==> config.mk <==
export PLATFORM = sky130hd
export DESIGN_NAME = id_ex_stage
export DESIGN_NICKNAME = d
export VERILOG_FILES = /design/src/rtl/cpu_pkg.sv /design/src/rtl/fwd_mux.sv /design/src/rtl/id_ex_stage.sv
export SDC_FILE = /design/constraint.sdc
export NUM_CORES = 1
export LEC_CHECK = 0
export ABC_AREA = 1
export BUFFER_PORTS_ARGS = -buffer_cell sky130_fd_sc_hd__buf_4
export CAP_MARGIN = 20
export CORE_ASPECT_RATIO = 1.25
export CORE_MARGIN = 2
export CORE_UTILIZATION = 43
export CTS_BUF_LIST = sky130_fd_sc_hd__clkbuf_4 sky130_fd_sc_hd__clkbuf_8 sky130_fd_sc_hd__clkbuf_16
export DETAILED_ROUTE_END_ITERATION = 16
export PLACE_DENSITY = 0.75
export SYNTH_ARGS = -nofsm -noshare
export SYNTH_HDL_FRONTEND = slang
export SYNTH_SLANG_ARGS = --single-unit
==> constraint.sdc <==
create_clock -name clk -period 2 [get_ports clk]
set_input_delay 0.2 -clock clk [delete_from_list [all_inputs] [get_ports clk]]
set_output_delay 0.2 -clock clk [all_outputs]
set_load 0.01 [all_outputs]
==> src/rtl/cpu_pkg.sv <==
// Shared CPU pipeline definitions: widths, ALU op codes, decoded control bundle.
// Latency: n/a (types and constants only).
// Backpressure: n/a.
package cpu_pkg;

    localparam int DATA_W_DEF = 32;
    localparam int RA_W_DEF   = 5;
    localparam int CTRL_W_DEF = 6;

    localparam logic [CTRL_W_DEF-1:0] ALU_NOP = 6'd0;
    localparam logic [CTRL_W_DEF-1:0] ALU_ADD = 6'd1;
    localparam logic [CTRL_W_DEF-1:0] ALU_SUB = 6'd2;
    localparam logic [CTRL_W_DEF-1:0] ALU_ST  = 6'd3;

    // Decoded control bits that travel with an instruction down the pipe.
    typedef struct packed {
        logic valid;
        logic reg_write;
        logic mem_read;
        logic mem_write;
    } ctrl_t;

    localparam ctrl_t CTRL_BUBBLE = '{valid: 1'b0, reg_write: 1'b0, mem_read: 1'b0, mem_write: 1'b0};

endpackage

==> src/rtl/fwd_mux.sv <==
// ALU operand select: EX/MEM result, MEM/WB data, or the registered raw operand.
// Latency: purely combinational, zero cycles.
// Backpressure: none; the operand is zeroed when the EX slot holds no valid instruction.
module fwd_mux
    import cpu_pkg::*;
#(
    parameter int DATA_W = DATA_W_DEF,
    parameter int RA_W   = RA_W_DEF
) (
    input  logic              en,
    input  logic [RA_W-1:0]   src_addr,
    input  logic [DATA_W-1:0] raw_dat,
    input  logic              exm_vld,
    input  logic              exm_reg_write,
    input  logic [RA_W-1:0]   exm_rd_addr,
    input  logic [DATA_W-1:0] exm_dat,
    input  logic              mwb_vld,
    input  logic              mwb_reg_write,
    input  logic [RA_W-1:0]   mwb_rd_addr,
    input  logic [DATA_W-1:0] mwb_dat,
    output logic [DATA_W-1:0] opnd_dat
);

    logic exm_hit;
    logic mwb_hit;

    // Register 0 is hardwired zero, so a write to it must never be forwarded.
    assign exm_hit = exm_vld & exm_reg_write & (exm_rd_addr != '0) & (exm_rd_addr == src_addr);
    assign mwb_hit = mwb_vld & mwb_reg_write & (mwb_rd_addr != '0) & (mwb_rd_addr == src_addr);

    // Youngest producer (EX/MEM) wins over MEM/WB; invalid EX slot drives zero.
    always_comb begin
        opnd_dat = '0;
        if (!en) begin
            opnd_dat = '0;
        end else if (exm_hit) begin
            opnd_dat = exm_dat;
        end else if (mwb_hit) begin
            opnd_dat = mwb_dat;
        end else begin
            opnd_dat = raw_dat;
        end
    end

endmodule

==> src/rtl/id_ex_stage.sv <==
// ID/EX pipeline register with operand forwarding, load-use stall and branch flush.
// Latency: one cycle from decode to ex_* outputs; forwarding adds no cycles.
// Backpressure: stall_out holds PC and IF/ID for one cycle on a load-use hazard while a bubble issues.
module id_ex_stage
    import cpu_pkg::*;
#(
    parameter int DATA_W = DATA_W_DEF,
    parameter int RA_W   = RA_W_DEF,
    parameter int CTRL_W = CTRL_W_DEF,
    parameter int CNT_W  = 16
) (
    input  logic              clk,
    input  logic              reset,
    input  logic              id_valid,
    input  logic [CTRL_W-1:0] id_alu_control,
    input  logic [DATA_W-1:0] id_rs1_data,
    input  logic [DATA_W-1:0] id_rs2_data,
    input  logic [DATA_W-1:0] id_imm,
    input  logic [RA_W-1:0]   id_rs1_addr,
    input  logic [RA_W-1:0]   id_rs2_addr,
    input  logic [RA_W-1:0]   id_rd_addr,
    input  logic              id_reg_write,
    input  logic              id_mem_read,
    input  logic              id_mem_write,
    input  logic              flush,
    input  logic              exm_valid,
    input  logic              exm_reg_write,
    input  logic [RA_W-1:0]   exm_rd_addr,
    input  logic [DATA_W-1:0] exm_result,
    input  logic              mwb_valid,
    input  logic              mwb_reg_write,
    input  logic [RA_W-1:0]   mwb_rd_addr,
    input  logic [DATA_W-1:0] mwb_data,
    output logic [DATA_W-1:0] ex_a,
    output logic [DATA_W-1:0] ex_b,
    output logic [DATA_W-1:0] ex_imm,
    output logic [CTRL_W-1:0] ex_alu_control,
    output logic              ex_valid,
    output logic              ex_reg_write,
    output logic              ex_mem_read,
    output logic              ex_mem_write,
    output logic [RA_W-1:0]   ex_rd_addr,
    output logic              stall_out,
    output logic [CNT_W-1:0]  stall_count
);

    ctrl_t             ctrl_d,      ctrl_q;
    logic [CTRL_W-1:0] alu_ctrl_d,  alu_ctrl_q;
    logic [DATA_W-1:0] rs1_data_d,  rs1_data_q;
    logic [DATA_W-1:0] rs2_data_d,  rs2_data_q;
    logic [DATA_W-1:0] imm_d,       imm_q;
    logic [RA_W-1:0]   rs1_addr_d,  rs1_addr_q;
    logic [RA_W-1:0]   rs2_addr_d,  rs2_addr_q;
    logic [RA_W-1:0]   rd_addr_d,   rd_addr_q;
    logic [CNT_W-1:0]  stall_cnt_d, stall_cnt_q;
    logic              hazard;

    // A load in EX whose destination is read by the decode instruction cannot be forwarded in time.
    assign hazard = ctrl_q.valid & ctrl_q.mem_read & (rd_addr_q != '0) & id_valid &
                    ((rd_addr_q == id_rs1_addr) | (rd_addr_q == id_rs2_addr));

    // A taken branch kills the decode slot, so there is nothing to hold.
    assign stall_out = hazard & ~flush & ~reset;

    // Next EX contents: flush bubble, then hazard bubble (with count), else capture decode.
    always_comb begin
        ctrl_d      = CTRL_BUBBLE;
        alu_ctrl_d  = '0;
        rs1_data_d  = '0;
        rs2_data_d  = '0;
        imm_d       = '0;
        rs1_addr_d  = '0;
        rs2_addr_d  = '0;
        rd_addr_d   = '0;
        stall_cnt_d = stall_cnt_q;
        if (flush) begin
            stall_cnt_d = stall_cnt_q;
        end else if (hazard) begin
            if (stall_cnt_q != {CNT_W{1'b1}}) begin
                stall_cnt_d = stall_cnt_q + CNT_W'(1);
            end
        end else begin
            ctrl_d.valid     = id_valid;
            ctrl_d.reg_write = id_reg_write;
            ctrl_d.mem_read  = id_mem_read;
            ctrl_d.mem_write = id_mem_write;
            alu_ctrl_d       = id_alu_control;
            rs1_data_d       = id_rs1_data;
            rs2_data_d       = id_rs2_data;
            imm_d            = id_imm;
            rs1_addr_d       = id_rs1_addr;
            rs2_addr_d       = id_rs2_addr;
            rd_addr_d        = id_rd_addr;
        end
    end

    // Pipeline register; reset overrides flush and stall.
    always_ff @(posedge clk) begin
        if (reset) begin
            ctrl_q      <= CTRL_BUBBLE;
            alu_ctrl_q  <= '0;
            rs1_data_q  <= '0;
            rs2_data_q  <= '0;
            imm_q       <= '0;
            rs1_addr_q  <= '0;
            rs2_addr_q  <= '0;
            rd_addr_q   <= '0;
            stall_cnt_q <= '0;
        end else begin
            ctrl_q      <= ctrl_d;
            alu_ctrl_q  <= alu_ctrl_d;
            rs1_data_q  <= rs1_data_d;
            rs2_data_q  <= rs2_data_d;
            imm_q       <= imm_d;
            rs1_addr_q  <= rs1_addr_d;
            rs2_addr_q  <= rs2_addr_d;
            rd_addr_q   <= rd_addr_d;
            stall_cnt_q <= stall_cnt_d;
        end
    end

    fwd_mux #(.DATA_W(DATA_W), .RA_W(RA_W)) u_fwd_a (
        .en            (ctrl_q.valid),
        .src_addr      (rs1_addr_q),
        .raw_dat       (rs1_data_q),
        .exm_vld       (exm_valid),
        .exm_reg_write (exm_reg_write),
        .exm_rd_addr   (exm_rd_addr),
        .exm_dat       (exm_result),
        .mwb_vld       (mwb_valid),
        .mwb_reg_write (mwb_reg_write),
        .mwb_rd_addr   (mwb_rd_addr),
        .mwb_dat       (mwb_data),
        .opnd_dat      (ex_a)
    );

    fwd_mux #(.DATA_W(DATA_W), .RA_W(RA_W)) u_fwd_b (
        .en            (ctrl_q.valid),
        .src_addr      (rs2_addr_q),
        .raw_dat       (rs2_data_q),
        .exm_vld       (exm_valid),
        .exm_reg_write (exm_reg_write),
        .exm_rd_addr   (exm_rd_addr),
        .exm_dat       (exm_result),
        .mwb_vld       (mwb_valid),
        .mwb_reg_write (mwb_reg_write),
        .mwb_rd_addr   (mwb_rd_addr),
        .mwb_dat       (mwb_data),
        .opnd_dat      (ex_b)
    );

    assign ex_imm         = imm_q;
    assign ex_alu_control = alu_ctrl_q;
    assign ex_valid       = ctrl_q.valid;
    assign ex_reg_write   = ctrl_q.reg_write;
    assign ex_mem_read    = ctrl_q.mem_read;
    assign ex_mem_write   = ctrl_q.mem_write;
    assign ex_rd_addr     = rd_addr_q;
    assign stall_count    = stall_cnt_q;

endmodule

## Word-level counts from Yosys, hierarchy flattened

Cells that the tools add are included.

- Memories kept: 0
- Bits in read-only memories: 0
- Register bits after elaboration: 137
- Latch bits: 0
- Input port bits: 202
- RAM bits: 0

- Add/sub/neg operators: 1
- Multipliers: 0
- Bitwise operators: 17
- Mux-type cells: 6
- Equality and inequality tests: 7
- Reduce and logical (&&, ||, !) cells: 5
- Div/mod/pow operators: 0
- Shift-type cells: 0
- Order comparisons: 0

Operators by type and width:

| operator | count |
|---|---|
| 2-to-1 mux 32 bit | 6 |
| == test 5 bit | 6 |
| adder 16 x 1 -> 16 bit (second input constant) | 1 |
| != test 16 bit (second input constant) | 1 |
| nonzero test 5 bit | 3 |
| bitwise AND 1 bit | 14 |
| AND reduction 3 bit | 1 |
| OR reduction 3 bit | 1 |
| inverter 1 bit | 2 |
| bitwise OR 1 bit | 1 |

## Depth between registers and ports, before layout

- Depth after elaboration: 6
- Gate-level depth with buffers: 11

## Cells and area by module

Synthesis repeated with hierarchy kept, for this count alone.

- Cells, all modules: 1165
- Area total of the unflattened synthesis: 7430.9 µm²

Modules (own cells, without submodules):

| module | instances | area an instance (µm²) | seq. area each (µm²) | cells each |
|---|---|---|---|---|
| id_ex_stage | 1 | 4563.1 | 2742.6 | 571 |
| fwd_mux | 2 | 1433.9 | 0.0 | 297 |

## Least setup slack after synthesis

Ideal clock, no wire load.

- Kind: register -> register
- Start: reg stall_cnt_q[1] (netlist: stall_count[1])
- End: reg stall_cnt_q[2] (netlist: stall_count[2])
- Path slack: 403 ps
- Clock period less this slack: 1597 ps
- Path buffers: 0
- Library setup time: 115 ps
- Arrival time: 1481 ps
- Stages on the path, launching flop included: 11
- Cell sequence: dfxtp_1 ha_1 nand2_1 nor2_1 nand3_1 inv_1 nand2_2 nand4_1 nand2_1 nand2_1 nor2_1

- Cells in the longest elaborated chain, start to end: 2
- Elaborated cells between the ends (all ways): 3
- Classes of those cells: 1 x add/sub; 1 x eq/ne; 1 x reduce/logical

Ends and longest elaborated chain:

| item | line | RTL |
|---|---|---|
| from (decl) | id_ex_stage.sv:55 | `logic [CNT_W-1:0] stall_cnt_d, stall_cnt_q;` |
| from (signal assigned) | id_ex_stage.sv:118 | `stall_cnt_q <= stall_cnt_d;` |
| parallel branches: the longest is 2 deep, another holds adder 16 x 1 -> 16 bit | n/a |  |

Parallel ways; which one is timed is not known.
A chain may end at the register's enable or synchronous reset.

## Worst setup path in the final report

- Start: reg rs2_addr_q[1]
- End: out ex_b[31]

- Cells in the longest elaborated chain, start to end: 5
- Elaborated cells between the ends (all ways): 7
- Classes of those cells: 2 x eq/ne; 3 x mux; 2 x bitwise

Ends and longest elaborated chain:

| item | line | RTL |
|---|---|---|
| from (decl) | id_ex_stage.sv:53 | `logic [RA_W-1:0] rs2_addr_d, rs2_addr_q;` |
| from (signal assigned) | id_ex_stage.sv:116 | `rs2_addr_q <= rs2_addr_d;` |
| == test 5 bit | fwd_mux.sv:29 | `assign mwb_hit = mwb_vld & mwb_reg_write & (mwb_rd_addr != '0) & (mwb_rd_addr == src_addr);` |
| bitwise AND 1 bit | fwd_mux.sv:29 |  |
| 2-to-1 mux 32 bit | fwd_mux.sv:38 | `end else if (mwb_hit) begin` |
| 2-to-1 mux 32 bit (*) | fwd_mux.sv:36 | `end else if (exm_hit) begin` |
| 2-to-1 mux 32 bit (*) | fwd_mux.sv:34 | `if (!en) begin` |
| to (decl) | id_ex_stage.sv:35 | `output logic [DATA_W-1:0] ex_b,` |

Every way passes the cells marked *; elsewhere a longest branch is shown, timed or not.

==> metrics.md <==
| Metric | Value |
|---|---|
| TritonCTS Sinks | `137` |
| Final Hold Vio Count | `0` |
| Leading area contributor after synthesis | `dfxtp_1` |
| Post-synth EDFFs | `0` |
| Clk Latency, worst-skew pair | `420 ps` |
| Die height | `147 um` |
| Max-slew headroom | `76.6%` |
| CP Launch Type | `flop` |
| Initial antenna violation count | `1` |
| CP Cell Sequence | `xnor2_2, nand2_1, buf_6, nor3b_4, nand3_4, buf_12, nand3_1, nand3_1, inv_1, buf_4` |
| Leakage power | `6.66 nW` |
| Routed len/inst | `16.0 um` |
| Ys Warns | `0` |
| Vias | `8354` |
| Most common cell after layout, fill and taps aside | `buf_4` |
| Final WL | `27.4 mm` |
| Netlist cell types | `29` |
| Total grt overflow | `0` |
| Die area | `17500 um2` |
| Period utilization | `118%` |
| Die width | `119 um` |
| RSZ-0062 raised after global routing | `true` |
| Layout area overhead | `71.1%` |
| Max-cap violations | `0` |
| GRT Util Overall | `28.7%` |
| Via density | `4.89` |
| Post-route cell area | `12100 um2` |
| Nature of the critical path endpoint | `primary output` |
| Seq/Total Area, Yosys | `38.9%` |
| Failing checks | `setup timing` |
| Reg2reg start | `stall_count[1]` |
| Ys async rst share | `0%` |
| First-pass GRT wire length | `39.9 mm` |
| Antenna-violating nets left | `0` |
| Layout cell share with drive strength beyond 1 | `33.4%` |
| Critical path depth | `10` |
| CP Max Fanout | `8` |
| I/O pin count | `330` |
| Commonest non-fill, non-tap cells in the layout | `buf_4 (320), inv_1 (196), nor2_1 (182), nand3_1 (170), nand2_1 (136)` |
| Minimum clock period | `2360 ps` |
| Status | `complete, but fails checks` |
| Hold_sp | `id_imm[30]` |
| Avg Inst Size Synth | `6.78 um2` |
| RePlAce Congestion | `0.925` |
| Post-DP HPWL | `16.9 mm` |
| Core Rows | `52` |
| Reg-to-Reg End | `stall_count[10]` |
| #FFs+latches synth | `137` |
| Max Freq | `423 MHz` |
| Power per cell area | `606 nW/um2` |
| Htree depth | `4` |
| Syn nets | `1244` |
| Largest net degree at the start of global routing | `66` |
| Clk buf depth | `2` |
| Number of fill cells | `1156` |
| Worst-path clk slew | `60 ps` |
| Most used cell, CP | `nand3_1` |
| Slew Limit Fails | `0` |
| Final Worst Setup Slack | `-362 ps` |
| Predominant post-synthesis flop cell | `dfxtp_1` |
| Hold depth | `3` |
| Max VDD drop | `535 uV` |
| Dpl cell area | `9610 um2` |
| Critical Path Start | `rs2_addr_q[1]` |
| Crit-path leading delay family | `simple AND/OR/NAND/NOR gates` |
| Skew final | `12.1 ps` |
| DR iter-0 viols | `718` |
| Register-to-register setup slack | `230 ps` |
| Setup violations, final | `64` |
| IO buf count | `329` |
| Pre-antenna DRT Iters | `5` |
| Initial Util | `43.7%` |
| CTS Buf Count | `17` |
| CTS tree | `done` |
| Post-synthesis instance total | `1041` |
| Tightest Hold Check Type | `primary input to flop` |
| Actual slew at the worst max-slew pin | `350 ps` |
| Setup CP Type | `flop to primary output` |
| Req. time, crit path | `1800 ps` |
| Max stage delay on crit path | `360 ps` |
| Nets | `1683` |
| PnR Total Power | `7.31 mW` |
| CP arrival | `2160 ps` |
| Core ar. | `16100 um2` |
| Slowest CP cell | `dfxtp_2` |
| WHS | `8.16 ps` |
| Synth Cell Area | `7050 um2` |
| Worst path bufs/invs | `4` |
| Share of the synthesized area in the top cell type | `38.9%` |
| Min-Delay Endpoint | `ex_imm[30]` |
| Post-route DRC | `0` |
| Vias in the first global route | `8247` |
| R2R cell count | `11` |
| CTS root buffer | `clkbuf_16` |
| Top cells by area, synth | `dfxtp_1 (39%), nand3_1 (14%), inv_1 (11%), nor2_1 (9.8%), nand2_1 (7.3%)` |
per-layer routing:
metal	global-route usage (%)	vias to the layer above	wire length [um]	share of wire (%)
met5	0	-	0	0
met1	29.5	3761	9630	35
li1	-	4015	-	-
met4	15.3	0	1390	5.1
met3	7.61	107	2180	8.0
met2	52.6	471	14200	52
power breakdown:
group | total (mW) | switching (mW) | leakage (nW) | internal, mW
Combinational | 1.17 | 0.533 | 5.24 | 0.638
Sequential | 2.87 | 0.0408 | 1.13 | 2.83
Clock | 3.27 | 1.25 | 0.294 | 2.02
Total | 7.31 | 1.82 | 6.66 | 5.49
tightest hold or removal path: stages:
cell    delay (ps)
buf_4           80
inv_1           40
nor2_1          80
kinds of logic (layout without fill, tap and decap cells):
group | Yosys count | in the layout | synth area share (%)
adder cells (fa/ha/maj) | 1 | 1 | 0.177
flip-flops | 137 | 137 | 38.9
other | 0 | 1 | 0
AO/OA/AOI/OAI | 6 | 6 | 0.426
AND/OR/NAND/NOR | 612 | 614 | 40.4
buffers and inverters | 262 | 712 | 17.3
XOR/XNOR | 23 | 23 | 2.86
cell usage after synthesis, types with 2 or more instances:
library cell,number
or2_1,54
nor2_2,2
nand2_2,2
nand4_1,9
o21ai_0,3
buf_4,10
dfxtp_1,137
inv_1,206
or2_2,11
nand2_1,137
clkbuf_1,7
buf_2,12
nand3_1,202
xnor2_1,14
a21oi_1,3
xor2_1,9
nand2_4,2
inv_2,5
clkbuf_8,9
nor3_4,2
nor2_1,184
buf_6,12
nand3_2,3
how the worst max path moves through the flow:
stage / endpoint / slack (ps)
after global routing: ex_b[15] / -470
after global placement: ex_a[12] / 90
final: ex_b[31] / -360
after detailed placement: ex_a[12] / 60
after CTS: ex_a[2] / -260
after floorplan: stall_count[2] / 400
area by class of cell:
class / instances / area (um2) / area share (%)
Tap cell: 216 / 270 / 2.24
Multi-Input combinational cell: 644 / 3430 / 28.4
Clock buffer: 19 / 447 / 3.70
Timing Repair Buffer: 469 / 4210 / 34.8
Antenna cell: 1 / 2.50 / 0.0207
Sequential cell: 137 / 2760 / 22.8
Clock inverter: 13 / 166 / 1.38
Inverter: 211 / 792 / 6.56
registers in the layout, indices dropped and copies added (netlist names):
| name | flops |
|---|---|
| rs2_addr_q | 5 |
| stall_count | 16 |
| ex_mem_write | 1 |
| rs2_data_q | 32 |
| ex_imm | 32 |
| ex_mem_read | 1 |
| rs1_data_q | 32 |
| ex_alu_control | 6 |
| ex_rd_addr | 5 |
| rs1_addr_q | 5 |
| ex_valid | 1 |
| ex_reg_write | 1 |
per-stage QoR:
step | setup WS [ps] | std cells | setup TNS, ps | util [%]
final | -362 | 1710 | -18250 | 74.8
after global routing | -472 | 1710 | -25830 | 74.8
after CTS | -263 | 1694 | -12600 | 71.5
after detailed placement | 56.1 | 1554 | 0 | 59.5
after global placement | 85.3 | 1554 | 0 | 59.5
after floorplan | 403 | 1041 | 0 | -
repair_timing:
item	CTS	global route
hold buffers	95	0
hold endpoints to repair	95	0
endpoints found under the setup margin	65	69
resized for setup	41	77
cloned	5	8
pin swaps	8	31
buffers inserted	8	7
Power figures use the tool's default switching activity.
